`src/rtl/fifo_push_arbiter.sv`:
```
// Round-robin arbiter sharing one FIFO push port among NUM_REQ valid/ready producers, bounded bursts.
// Define FIFO_ARB_FIXED_PRIO_EN to select fixed priority (lowest valid index wins) instead of round-robin.
module fifo_push_arbiter #(
  parameter int NUM_REQ   = 4,
  parameter int BIT_WIDTH = 8,
  parameter int BURST     = 4
) (
  input  logic                         clk,
  input  logic                         rst,
  input  logic [NUM_REQ-1:0]           req_valid,
  input  logic [NUM_REQ*BIT_WIDTH-1:0] req_data,
  output logic [NUM_REQ-1:0]           req_ready,
  output logic [NUM_REQ-1:0]           grant,
  output logic                         busy,
  output logic                         fifo_push,
  output logic [BIT_WIDTH-1:0]         fifo_push_data,
  input  logic                         fifo_full
);

  // state | meaning
  // IDLE  | no owner; a winner is picked whenever any req_valid is high
  // GRANT | grant[owner] holds the push port until burst end or valid drop

  localparam int CNT_W = $clog2(BURST + 1);
  localparam int IDX_W = $clog2(NUM_REQ);

  typedef enum logic {IDLE, GRANT} state_t;

  state_t             state, state_nxt;
  logic [NUM_REQ-1:0] grant_nxt;
  logic [IDX_W-1:0]   last, last_nxt, owner, winner;
  logic [CNT_W-1:0]   cnt, cnt_nxt;
  logic               owner_valid;

  always_comb begin
    owner          = '0;
    fifo_push_data = '0;
    for (int i = 0; i < NUM_REQ; i++) begin
      if (grant[i]) begin
        owner          = IDX_W'(i);
        fifo_push_data = req_data[i*BIT_WIDTH +: BIT_WIDTH];
      end
    end
  end

  assign busy        = (state == GRANT);
  assign owner_valid = |(req_valid & grant);
  assign req_ready   = fifo_full ? '0 : grant;
  assign fifo_push   = busy & owner_valid & ~fifo_full;

  always_comb begin : win_sel
`ifdef FIFO_ARB_FIXED_PRIO_EN
    winner = '0;
    for (int i = NUM_REQ - 1; i >= 0; i--) begin
      if (req_valid[i]) winner = IDX_W'(i);
    end
`else
    logic [IDX_W-1:0] cand;
    logic             found;
    winner = '0;
    found  = 1'b0;
    // search starts just after the previous owner and wraps
    cand   = (last == IDX_W'(NUM_REQ - 1)) ? '0 : last + IDX_W'(1);
    for (int i = 0; i < NUM_REQ; i++) begin
      if (!found && req_valid[cand]) begin
        winner = cand;
        found  = 1'b1;
      end
      cand = (cand == IDX_W'(NUM_REQ - 1)) ? '0 : cand + IDX_W'(1);
    end
`endif
  end

  always_comb begin
    state_nxt = state;
    grant_nxt = grant;
    last_nxt  = last;
    cnt_nxt   = cnt;
    case (state)
      IDLE: begin
        if (|req_valid) begin
          state_nxt = GRANT;
          grant_nxt = NUM_REQ'(1) << winner;
          cnt_nxt   = '0;
        end
      end
      GRANT: begin
        // a valid drop releases even if the FIFO is full the same cycle
        if (!owner_valid || (fifo_push && cnt == CNT_W'(BURST - 1))) begin
          state_nxt = IDLE;
          grant_nxt = '0;
          last_nxt  = owner;
        end else if (fifo_push) begin
          cnt_nxt = cnt + CNT_W'(1);
        end
      end
      default: state_nxt = IDLE;
    endcase
  end

  always_ff @(posedge clk or posedge rst) begin
    if (rst) begin
      state <= IDLE;
      grant <= '0;
      last  <= IDX_W'(NUM_REQ - 1);
      cnt   <= '0;
    end else begin
      state <= state_nxt;
      grant <= grant_nxt;
      last  <= last_nxt;
      cnt   <= cnt_nxt;
    end
  end

endmodule

```
`config.mk`:
```
export PLATFORM = sky130hd
export DESIGN_NAME = fifo_push_arbiter
export DESIGN_NICKNAME = d
export VERILOG_FILES = /design/src/rtl/fifo_push_arbiter.sv
export SDC_FILE = /design/constraint.sdc
export NUM_CORES = 1
export LEC_CHECK = 0
export BUFFER_PORTS_ARGS = -buffer_cell sky130_fd_sc_hd__buf_4
export CAP_MARGIN = 25
export CORE_MARGIN = 1.5
export CORE_UTILIZATION = 35
export CTS_BUF_LIST = sky130_fd_sc_hd__clkbuf_4 sky130_fd_sc_hd__clkbuf_8
export CTS_CLUSTER_SIZE = 30
export DETAILED_ROUTE_END_ITERATION = 6
export GPL_ROUTABILITY_DRIVEN = 0
export PLACE_DENSITY = 0.66
export SLEW_MARGIN = 20
export SYNTH_ARGS = -nofsm -noshare
export SYNTH_HDL_FRONTEND = slang
export SYNTH_SLANG_ARGS = --single-unit
export TNS_END_PERCENT = 30
```
`constraint.sdc`:
```
create_clock -name clk -period 2.6 [get_ports clk]
set_clock_uncertainty 0.05 [all_clocks]
set_input_delay 0.26 -clock clk [delete_from_list [all_inputs] [get_ports clk]]
set_output_delay 0.26 -clock clk [all_outputs]
set_load 0.05 [all_outputs]
```
==> results of run 1 <==
==> worst max-delay path, delay by kind of cell, from the launching register on <==
kind                   cells  cell delay, ps
flip-flops                 1             580
buffers and inverters      1             230
AO/OA/AOI/OAI              2             330
AND/OR/NAND/NOR            1             580
==> area by class of cell <==
| class | instances | area [µm²] | share of cell area [%] |
|---|---|---|---|
| inverter | 7 | 26.3 | 1.80 |
| sequential | 10 | 253 | 17.3 |
| timing repair buffer | 59 | 445 | 30.6 |
| tap | 31 | 38.8 | 2.66 |
| multi-input combinational | 96 | 664 | 45.6 |
| clock buffer | 4 | 30.0 | 2.06 |
==> report_power, final <==
| part | switching, mW | internal [mW] | total [mW] |
|---|---|---|---|
| registers | 0.0995 | 0.225 | 0.325 |
| clock network | 0.0575 | 0.0698 | 0.127 |
| logic | 0.839 | 0.458 | 1.30 |
==> through the flow <==
stage               hold WS [ps]  utilization, %  instance area [µm²]
global placement             214            51.9                 1420
global route                 346            53.3                 1460
detailed placement           224            51.9                 1420
CTS                          325            53.3                 1460
finish                       326            53.3                 1460
floorplan                   48.7               -                 1000
==> placed cells by master (no fill, tap or decap), types with 3 or more instances in the layout <==
cell	instances
inv_1	4
a21oi_1	5
a31oi_1	3
clkbuf_4	4
inv_2	3
ha_1	3
dfrtp_1	8
nor2_1	7
buf_4	58
o21ai_0	14
a22oi_1	15
nand2_1	9
a21boi_0	3
nor2b_1	7
==> cells by family (layout without fill, tap and decap cells) <==
group	count (synthesis)	in the layout	synth area share (%)
adder cells (fa/ha/maj)	3	3	3.74
multiplexers	3	3	4.24
flip-flops	10	10	25.2
buffers and inverters	17	70	8.60
AO/OA/AOI/OAI	58	58	40.8
AND/OR/NAND/NOR	32	32	17.5
==> sequential cells by signal, indices dropped and copies added (netlist names) <==
name / cells
cnt: 3
grant: 4
busy: 1
last: 2
==> how the worst min path moves through the flow <==
stage	to	slack [ps]
finish	cnt[2]	330
global route	cnt[2]	350
CTS	cnt[2]	320
detailed placement	cnt[2]	220
global placement	cnt[2]	210
floorplan	busy	50
==> per-layer routing <==
layer	global-route usage, %	up-vias	part of all wire [%]
met4	2.38	0	0.84
met5	0	-	0
met3	4.15	4	3.9
met1	23.5	552	44
li1	-	576	-
met2	31.7	26	51
==> timing repair <==
action / 4_1_cts / 5_1_grt
endpoints found under the hold margin: 8 / 0
buffers inserted: 0 / 0
hold buffers: 1 / 0
setup endpoints to repair: 0 / 0
==> run summary, run 1 <==
estimated wirelength of the detail-placed design: 2320 µm
Crit path arrival time: 1970 ps
CTS tree: done
buffer type at the clock tree root: clkbuf_4
library cell with the largest summed area after synthesis: dfrtp_1
unrepaired setup endpoints after global routing: no
critical register-to-register path endpoint: grant[1]
first-pass detailed-route iteration total: 4
number of failing setup endpoints in the final timing report: 0
total routing resource utilization after global routing: 18.2%
total power consumption of the routed design: 1.75 mW
area of the die: 3200 µm²
final antenna diode count: 0
number of global-route vias before repair: 1,080
minimum setup slack after placement: 345 ps
Critical Path Sink Type: primary output
number of nets produced by synthesis: 165
Crit Path Class: flop to primary output
CORE AREA: 2730 µm²
cells taking the most area after synthesis: dfrtp_1 (20%), a22oi_1 (11%), o21ai_0 (8.0%)
result of the run: finished clean
# DRC: 0
most common library cells after synthesis: o21ai_0 (16), a22oi_1 (15), nand2_1 (9), dfrtp_1 (8)
post-route non-filler standard cell count: 207
final wirelength: 2970 µm
maximum root-to-sink buffer count: 2
worst r2r src: last[0]
maximum net fanout on the critical path: 16
Avg Cell Area, Syn: 8.16 µm²
Clk Latency, worst-skew pair: 270 ps
pin count of the biggest net entering global routing: 23
peak ir drop on the vdd network: 0.650 mV
most instantiated flip-flop cell in the synthesis netlist: dfrtp_1
initial core utilization: 36.7%
fin. max-slew vios: 0
minimum setup slack among reg-to-reg paths: 340 ps
placed insts: 202
fillers: 266
setup tns final: 0 ps
post-synthesis instance area: 1000 µm²
ratio of cells with drive above 1 in the final layout: 42.6%
flops & latches, synth: 10
# resized after CTS: 0
Placement Rows: 19
Final Critical Period: 2280 ps
fmax: 0.439 GHz
Detailed Route Iter0 Violations: 33
path depth of the worst reg2reg path: 5
critical path, cell by cell: nor2b_1, a22oi_1, o21ai_0, buf_4
net total in the final layout: 219
final count of hold timing violations: 0
CTS clock-pin slew for the worst setup and hold paths: 70 ps
slew of the pin with the lowest slew margin: 745 ps
number of routed nets with antenna violations: 0
ys async rst share: 100%
count of clock tree sinks: 10
count of yosys warnings during synthesis: 0
deepest level of the CTS H-tree: 1
initial antenna violation count: 0
count of flip-flops with a built-in enable after synthesis: 0
worst min-delay path startpoint: fifo_full
width of the die: 56.5 µm
startpoint of the worst setup timing path: grant[2]
count of different cell masters after synthesis: 39
CP required: 2290 ps
routed length per placed instance: 14.3 µm
Max-slew headroom: 49.8%
Hold Path Depth: 3
cell with the most instances after synthesis: o21ai_0
Port-buffer cells: 56
type of element launching the critical path: flop
area share of the largest cell type after synthesis: 20.0%
wire length of the first global-routing pass: 4810 µm
synthesized instance count: 123
final clock period utilization by the worst path: 87.6%
Final WS setup: 324 ps
Top Ports: 57
reported max-cap violation count: 0
global route total overflow: 0
Slowest cell on crit path: dfrtp_1
via count: 1,158
capturing instance or port of the critical path: fifo_push_data[6]
Tightest Hold Check Type: input port to flop
chip height: 56.5 µm
share of synthesized area occupied by flip-flops and latches: 25.2%
cell leakage power: 0.650 nW
number of CTS-inserted buffers: 3
via-per-instance ratio: 5.59
layout overhead on the synthesized area: 45.3%
peak per-stage delay on the critical path: 580 ps
areal power density over the cells: 1200 nW/µm²
(Power assumes the default switching activity.)
==> inputs of run 2 (changes only) <==
- REMOVE_ABC_BUFFERS: default -> 1
==> run 2 against run 1 <==
Net effect:
- total power rose by 1.4%
- final cell count increased by 0.48%
- utilization is 0.50 points higher
- maximum frequency down 0.12%
- critical path depth did not move
- worst setup slack got worse by 2.8 ps
- first-iteration DRC count grew 67%
- sequential share of layout area down 0.16 points
- largest cell class unchanged
==> run summary, run 2 (synthesis gave the netlist of run 1 again) <==
Max-slew headroom: 49.4% (-0.49 points)
hold-critical path endpoint: cnt[0]
maximum net fanout on the critical path: 16 (unchanged)
register share of total power: 18.1% (-0.5 points)
critical register-to-register path endpoint: grant[3]
type of element launching the critical path: flop
pin count of the biggest net entering global routing: 23 (unchanged)
number of CTS-inserted buffers: 3 (unchanged)
ratio of cells with drive above 1 in the final layout: 42.9% (+0.32 points)
cell area after placement: 1430 µm² (+0.53%)
global route total overflow: 0 (unchanged)
total routing resource utilization after global routing: 18.3% (+0.10 points)
result of the run: finished clean
final clock period utilization by the worst path: 87.7% (+0.11 points)
post-route non-filler standard cell count: 208 (+0.48%)
number of routed nets with antenna violations: 0 (unchanged)
Biggest register: grant
Final WS setup: 321 ps (-2.80 ps)
routed length per placed instance: 14.0 µm (-2.5%)
Critical Path Sink Type: primary output
reported max-cap violation count: 0 (unchanged)
leading cell type in the layout, fill and taps excluded: buf_4
largest registers: grant (4), cnt (3), last (2)
maximum root-to-sink buffer count: 2 (unchanged)
Hold Path Depth: 3 (unchanged)
final standard cell utilization of the core: 53.8% (+0.50 points)
CP required: 2290 ps (about the same)
deepest level of the CTS H-tree: 1 (unchanged)
total power consumption of the routed design: 1.77 mW (+1.4%)
placed insts: 203 (+0.50%)
worst min-delay path startpoint: fifo_full
Crit path arrival time: 1970 ps (about the same)
total non-filler cell area in the finished layout: 1470 µm² (+0.94%)
fmax: 0.439 GHz (-0.12%)
number of global-route vias before repair: 1,056 (-2.2%)
cell leakage power: 0.657 nW (+1.1%)
fin. max-slew vios: 0 (unchanged)
Switching Power: 0.997 mW (about the same)
final antenna diode count: 0 (unchanged)
minimum setup slack among reg-to-reg paths: 330 ps (about the same)
CTS clock-pin slew for the worst setup and hold paths: 70 ps (about the same)
via count: 1,153 (-0.43%)
Placement Rows: 19 (unchanged)
net total in the final layout: 220 (+0.46%)
width of the die: 56.5 µm (unchanged)
setup tns final: 0 ps (unchanged)
final wirelength: 2910 µm (-2.0%)
initial core utilization: 36.7% (unchanged)
Tightest Hold Check Type: input port to flop
CORE AREA: 2730 µm² (unchanged)
Final Critical Period: 2280 ps (+2.80 ps)
worst r2r src: last[0]
final count of hold timing violations: 0 (unchanged)
minimum setup slack after placement: 357 ps (+11.9 ps)
internal power: 0.777 mW (+3.2%)
path depth of the worst reg2reg path: 5 (unchanged)
estimated wirelength of the detail-placed design: 2290 µm (-1.1%)
Port-buffer cells: 56 (unchanged)
count of clock tree sinks: 10 (unchanged)
Detailed Route Iter0 Violations: 55 (+67%)
initial antenna violation count: 0 (unchanged)
Top Ports: 57 (unchanged)
# DRC: 0 (unchanged)
wire length of the first global-routing pass: 4810 µm (unchanged)
peak ir drop on the vdd network: 0.940 mV (+45%)
number of failing setup endpoints in the final timing report: 0 (unchanged)
layout overhead on the synthesized area: 46.6%
slew of the pin with the lowest slew margin: 753 ps (+7.31 ps)
power share of the clock group: 8.1% (+0.8 points)
worst hold slack: 342 ps (+16.1 ps)
Clk Latency, worst-skew pair: 270 ps (about the same)
chip height: 56.5 µm (unchanged)
commonest cells after routing, fill and taps aside: buf_4 (59), o21ai_0 (16), a22oi_1 (15), nand2_1 (9), dfrtp_1 (8)
Crit Path Class: flop to primary output
number of flip-flops in the largest register: 4 (unchanged)
# resized after CTS: 0 (unchanged)
CTS tree: done
areal power density over the cells: 1210 nW/µm² (+0.44%)
first-pass detailed-route iteration total: 4 (unchanged)
Switching Share: 56.2% (-0.78 points)
buffer type at the clock tree root: clkbuf_4
area of the die: 3200 µm² (unchanged)
Comb pwr share: 73.8% (-0.4 points)
unrepaired setup endpoints after global routing: no
via-per-instance ratio: 5.54 (-0.91%)
==> run 2: cell count changes in the layout (fill, tap and decap cells not counted), sizes merged <==
cell / before / now
buf: 58 / 59
==> run 2: area by class of cell <==
| type | count | area [µm²] |
|---|---|---|
| Inverter | 7 | 26.3 |
| Clock buffer | 4 | 36.3 |
| Sequential cell | 10 | 253 |
| Tap cell | 31 | 38.8 |
| Fill cell | 268 | 1260 |
| Timing Repair Buffer | 60 | 453 |
| Multi-Input combinational cell | 96 | 664 |
==> run 2: how the worst max path moves through the flow <==
stage / startpoint / end / slack (ps)
6_report: grant[2] / fifo_push_data[1] / 320
5_1_grt: grant[2] / fifo_push_data[1] / 140
4_1_cts: grant[2] / fifo_push_data[1] / 310
3_5_place_dp: last[0] / grant[3] / 360
3_3_place_gp: last[0] / grant[1] / 410
2_1_floorplan: grant[2] / fifo_push_data[0] / -50
==> run 2: power by group through the flow <==
stage	registers, mW	clock network, mW	logic [mW]
floorplan	0.420	0	0.817
global placement	0.325	0	1.29
detailed placement	0.326	0	1.31
CTS	0.323	0.147	1.31
global route	0.339	0.152	1.41
finish	0.321	0.143	1.31
==> run 2: repair_timing <==
action	4_1_cts	5_1_grt
setup endpoints to repair	0	0
setup buffers	0	0
hold endpoints to repair	8	0
hold buffers	1	0
==> run 2: critical path: stages (launching register included) <==
cell and delay, ps:
dfrtp_1 580, nor2b_1 550, a22oi_1 130, o21ai_0 220, buf_4 230
==> run 2: per-layer routing <==
metal,routed length [µm],GRT usage (%)
met5,0,0
met4,8,4.08
met1,1230,25.3
met2,1510,29.9
met3,152,3.23
==> inputs of run 3 (changes only) <==
- CORE_UTILIZATION: 35 -> 40
- PLACE_DENSITY: 0.66 -> 0.74
- SETUP_SLACK_MARGIN: default -> 0.2
==> run 3 against run 2 <==
Net effect:
- maximum frequency fell by 0.16%
- clock-buffer cell count unchanged
- critical path type is now flop to flop
- clock power hardly changed
- final cell count fell by 1.9%
- combinational power about the same
- global-route usage rose by 5.6 points
- die area decreased by 12%
- largest cell class unchanged
- total power fell by 0.11%
- non-clock buffer count down 1
- via count grew 1.7%
- sequential share of layout area up 0.10 points
==> run summary, run 3 (synthesis gave the netlist of run 1 again) <==
result of the run: finished clean
fillers: 205 (-24%)
number of routed nets with antenna violations: 0 (unchanged)
largest registers: grant (4), cnt (3), last (2)
Final Critical Period: 2280 ps (+3.68 ps)
maximum root-to-sink buffer count: 2 (unchanged)
final count of hold timing violations: 0 (unchanged)
buffer type at the clock tree root: clkbuf_4
CORE AREA: 2300 µm² (-16%)
setup tns final: 0 ps (unchanged)
initial antenna violation count: 0 (unchanged)
CTS clock-pin slew for the worst setup and hold paths: 70 ps (about the same)
area used by multi-input combinational logic: 667 µm² (+0.38%)
startpoint of the worst setup timing path: last[0]
via-per-instance ratio: 5.75 (+3.7%)
peak per-stage delay on the critical path: 680 ps (+100 ps)
unrepaired setup endpoints after global routing: yes
total routing resource utilization after global routing: 23.9% (+5.6 points)
CTS tree: done
Crit Path Class: flop to flop
routed length per placed instance: 15.0 µm (+7.4%)
Slowest cell on crit path: dfstp_2
Placement Rows: 17 (-2)
Top Ports: 57 (unchanged)
slew of the pin with the lowest slew margin: 745 ps (-7.57 ps)
ratio of cells with drive above 1 in the final layout: 43.2% (+0.24 points)
areal power density over the cells: 1210 nW/µm² (+0.49%)
reported max-cap violation count: 0 (unchanged)
cell area after placement: 1410 µm² (-0.79%)
worst r2r src: last[0]
total non-filler cell area in the finished layout: 1460 µm² (-0.60%)
pin count of the biggest net entering global routing: 17 (-26%)
Register Area: 253 µm² (unchanged)
number of global-route vias before repair: 1,085 (+2.7%)
number of failing setup endpoints in the final timing report: 0 (unchanged)
Clk Latency, worst-skew pair: 260 ps (about the same)
deepest level of the CTS H-tree: 1 (unchanged)
Max-slew headroom: 49.9% (+0.51 points)
cell leakage power: 0.652 nW (-0.66%)
number of CTS-inserted buffers: 3 (unchanged)
Biggest register: grant
initial core utilization: 43.7% (+7.0 points)
final clock period utilization by the worst path: 87.8% (+0.14 points)
critical path, cell by cell: ha_1, or3_1, o21ai_0, nor3_4, a32o_1
via count: 1,173 (+1.7%)
commonest cells after routing, fill and taps aside: buf_4 (58), o21ai_0 (16), a22oi_1 (15), nand2_1 (9), dfrtp_1 (8)
area of the die: 2820 µm² (-12%)
net total in the final layout: 219 (-0.45%)
Hold Path Depth: 3 (unchanged)
CP required: 2710 ps (+420 ps)
# DRC: 0 (unchanged)
global route total overflow: 0 (unchanged)
layout overhead on the synthesized area: 45.8%
final antenna diode count: 0 (unchanged)
worst min-delay path startpoint: fifo_full
maximum net fanout on the critical path: 15 (-1)
Detailed Route Iter0 Violations: 47 (-15%)
estimated wirelength of the detail-placed design: 2410 µm (+5.3%)
Port-buffer cells: 56 (unchanged)
leading cell type in the layout, fill and taps excluded: buf_4
width of the die: 53.1 µm (-6.1%)
final wirelength: 3060 µm (+5.3%)
fmax: 0.438 GHz (-0.16%)
number of flip-flops in the largest register: 4 (unchanged)
Crit path arrival time: 2390 ps (+420 ps)
Critical Path Sink Type: flop
peak ir drop on the vdd network: 0.823 mV (-12%)
count of clock tree sinks: 10 (unchanged)
Tightest Hold Check Type: input port to flop
Post-CTS Setup Inserts: 0 (unchanged)
fin. max-slew vios: 0 (unchanged)
wire length of the first global-routing pass: 5020 µm (+4.4%)
path depth of the worst reg2reg path: 5 (unchanged)
first-pass detailed-route iteration total: 5 (+1)
chip height: 53.1 µm (-6.1%)
type of element launching the critical path: flop
-- run 3: changes by cell type in the layout (fill, tap and decap cells not counted) --
cell,change
buf_4,-1
nor2b_1,-1
nor2b_2,+1
-- run 3: worst paths after layout --
| kind | slack [ps] | end |
|---|---|---|
| worst max-delay path | 320 | grant[1] |
| worst min-delay path | 340 | cnt[2] |
| worst max register to register | 320 | grant[1] |
| worst min register to register | 440 | cnt[0] |
| max in group asynchronous | 1710 | last[1] |
| min in group asynchronous | 480 | cnt[2] |
-- run 3: where the power goes --
part           internal (mW)  switching (mW)
registers              0.225           0.107
clock network         0.0850          0.0552
logic                  0.458           0.841
-- run 3: layout make-up --
class / instances / area share, %
multi-input cells: 96 / 45.6
well taps: 28 / 2.40
flip-flops and latches: 10 / 17.3
inverters: 7 / 1.80
repair buffers: 59 / 30.5
clock buffers: 4 / 2.48
-- run 3: per-stage QoR --
stage	worst slack (ps)	total power, mW	cells	hold WS [ps]	utilization (%)
2_1_floorplan	-52.0	1.24	113	48.7	-
3_3_place_gp	409	1.61	199	207	61.5
3_5_place_dp	340	1.63	199	210	61.5
4_1_cts	310	1.77	204	336	63.6
5_1_grt	183	1.90	204	372	63.7
6_report	317	1.77	204	340	63.7
-- run 3: layer usage --
| layer | wire length, µm | track usage (%) | share of wire (%) |
|---|---|---|---|
| met5 | 0 | 0 | 0 |
| met4 | 12 | 6.84 | 0.39 |
| met3 | 92 | 1.98 | 3.0 |
| met2 | 1680 | 40.4 | 55 |
| met1 | 1280 | 32.5 | 42 |
-- run 3: repair_timing --
action | in CTS | in global routing
setup endpoints to repair | 0 | 9
hold buffers | 1 | 0
endpoints found under the hold margin | 8 | 0
gates resized for setup | 0 | 1
-- run 3: worst max-delay path: cells and delay by family, from the launching register on --
family / cells / cell delay [ps]
compound gates: 2 / 590
fa+ha+maj: 1 / 380
flops: 1 / 680
simple gates: 2 / 470
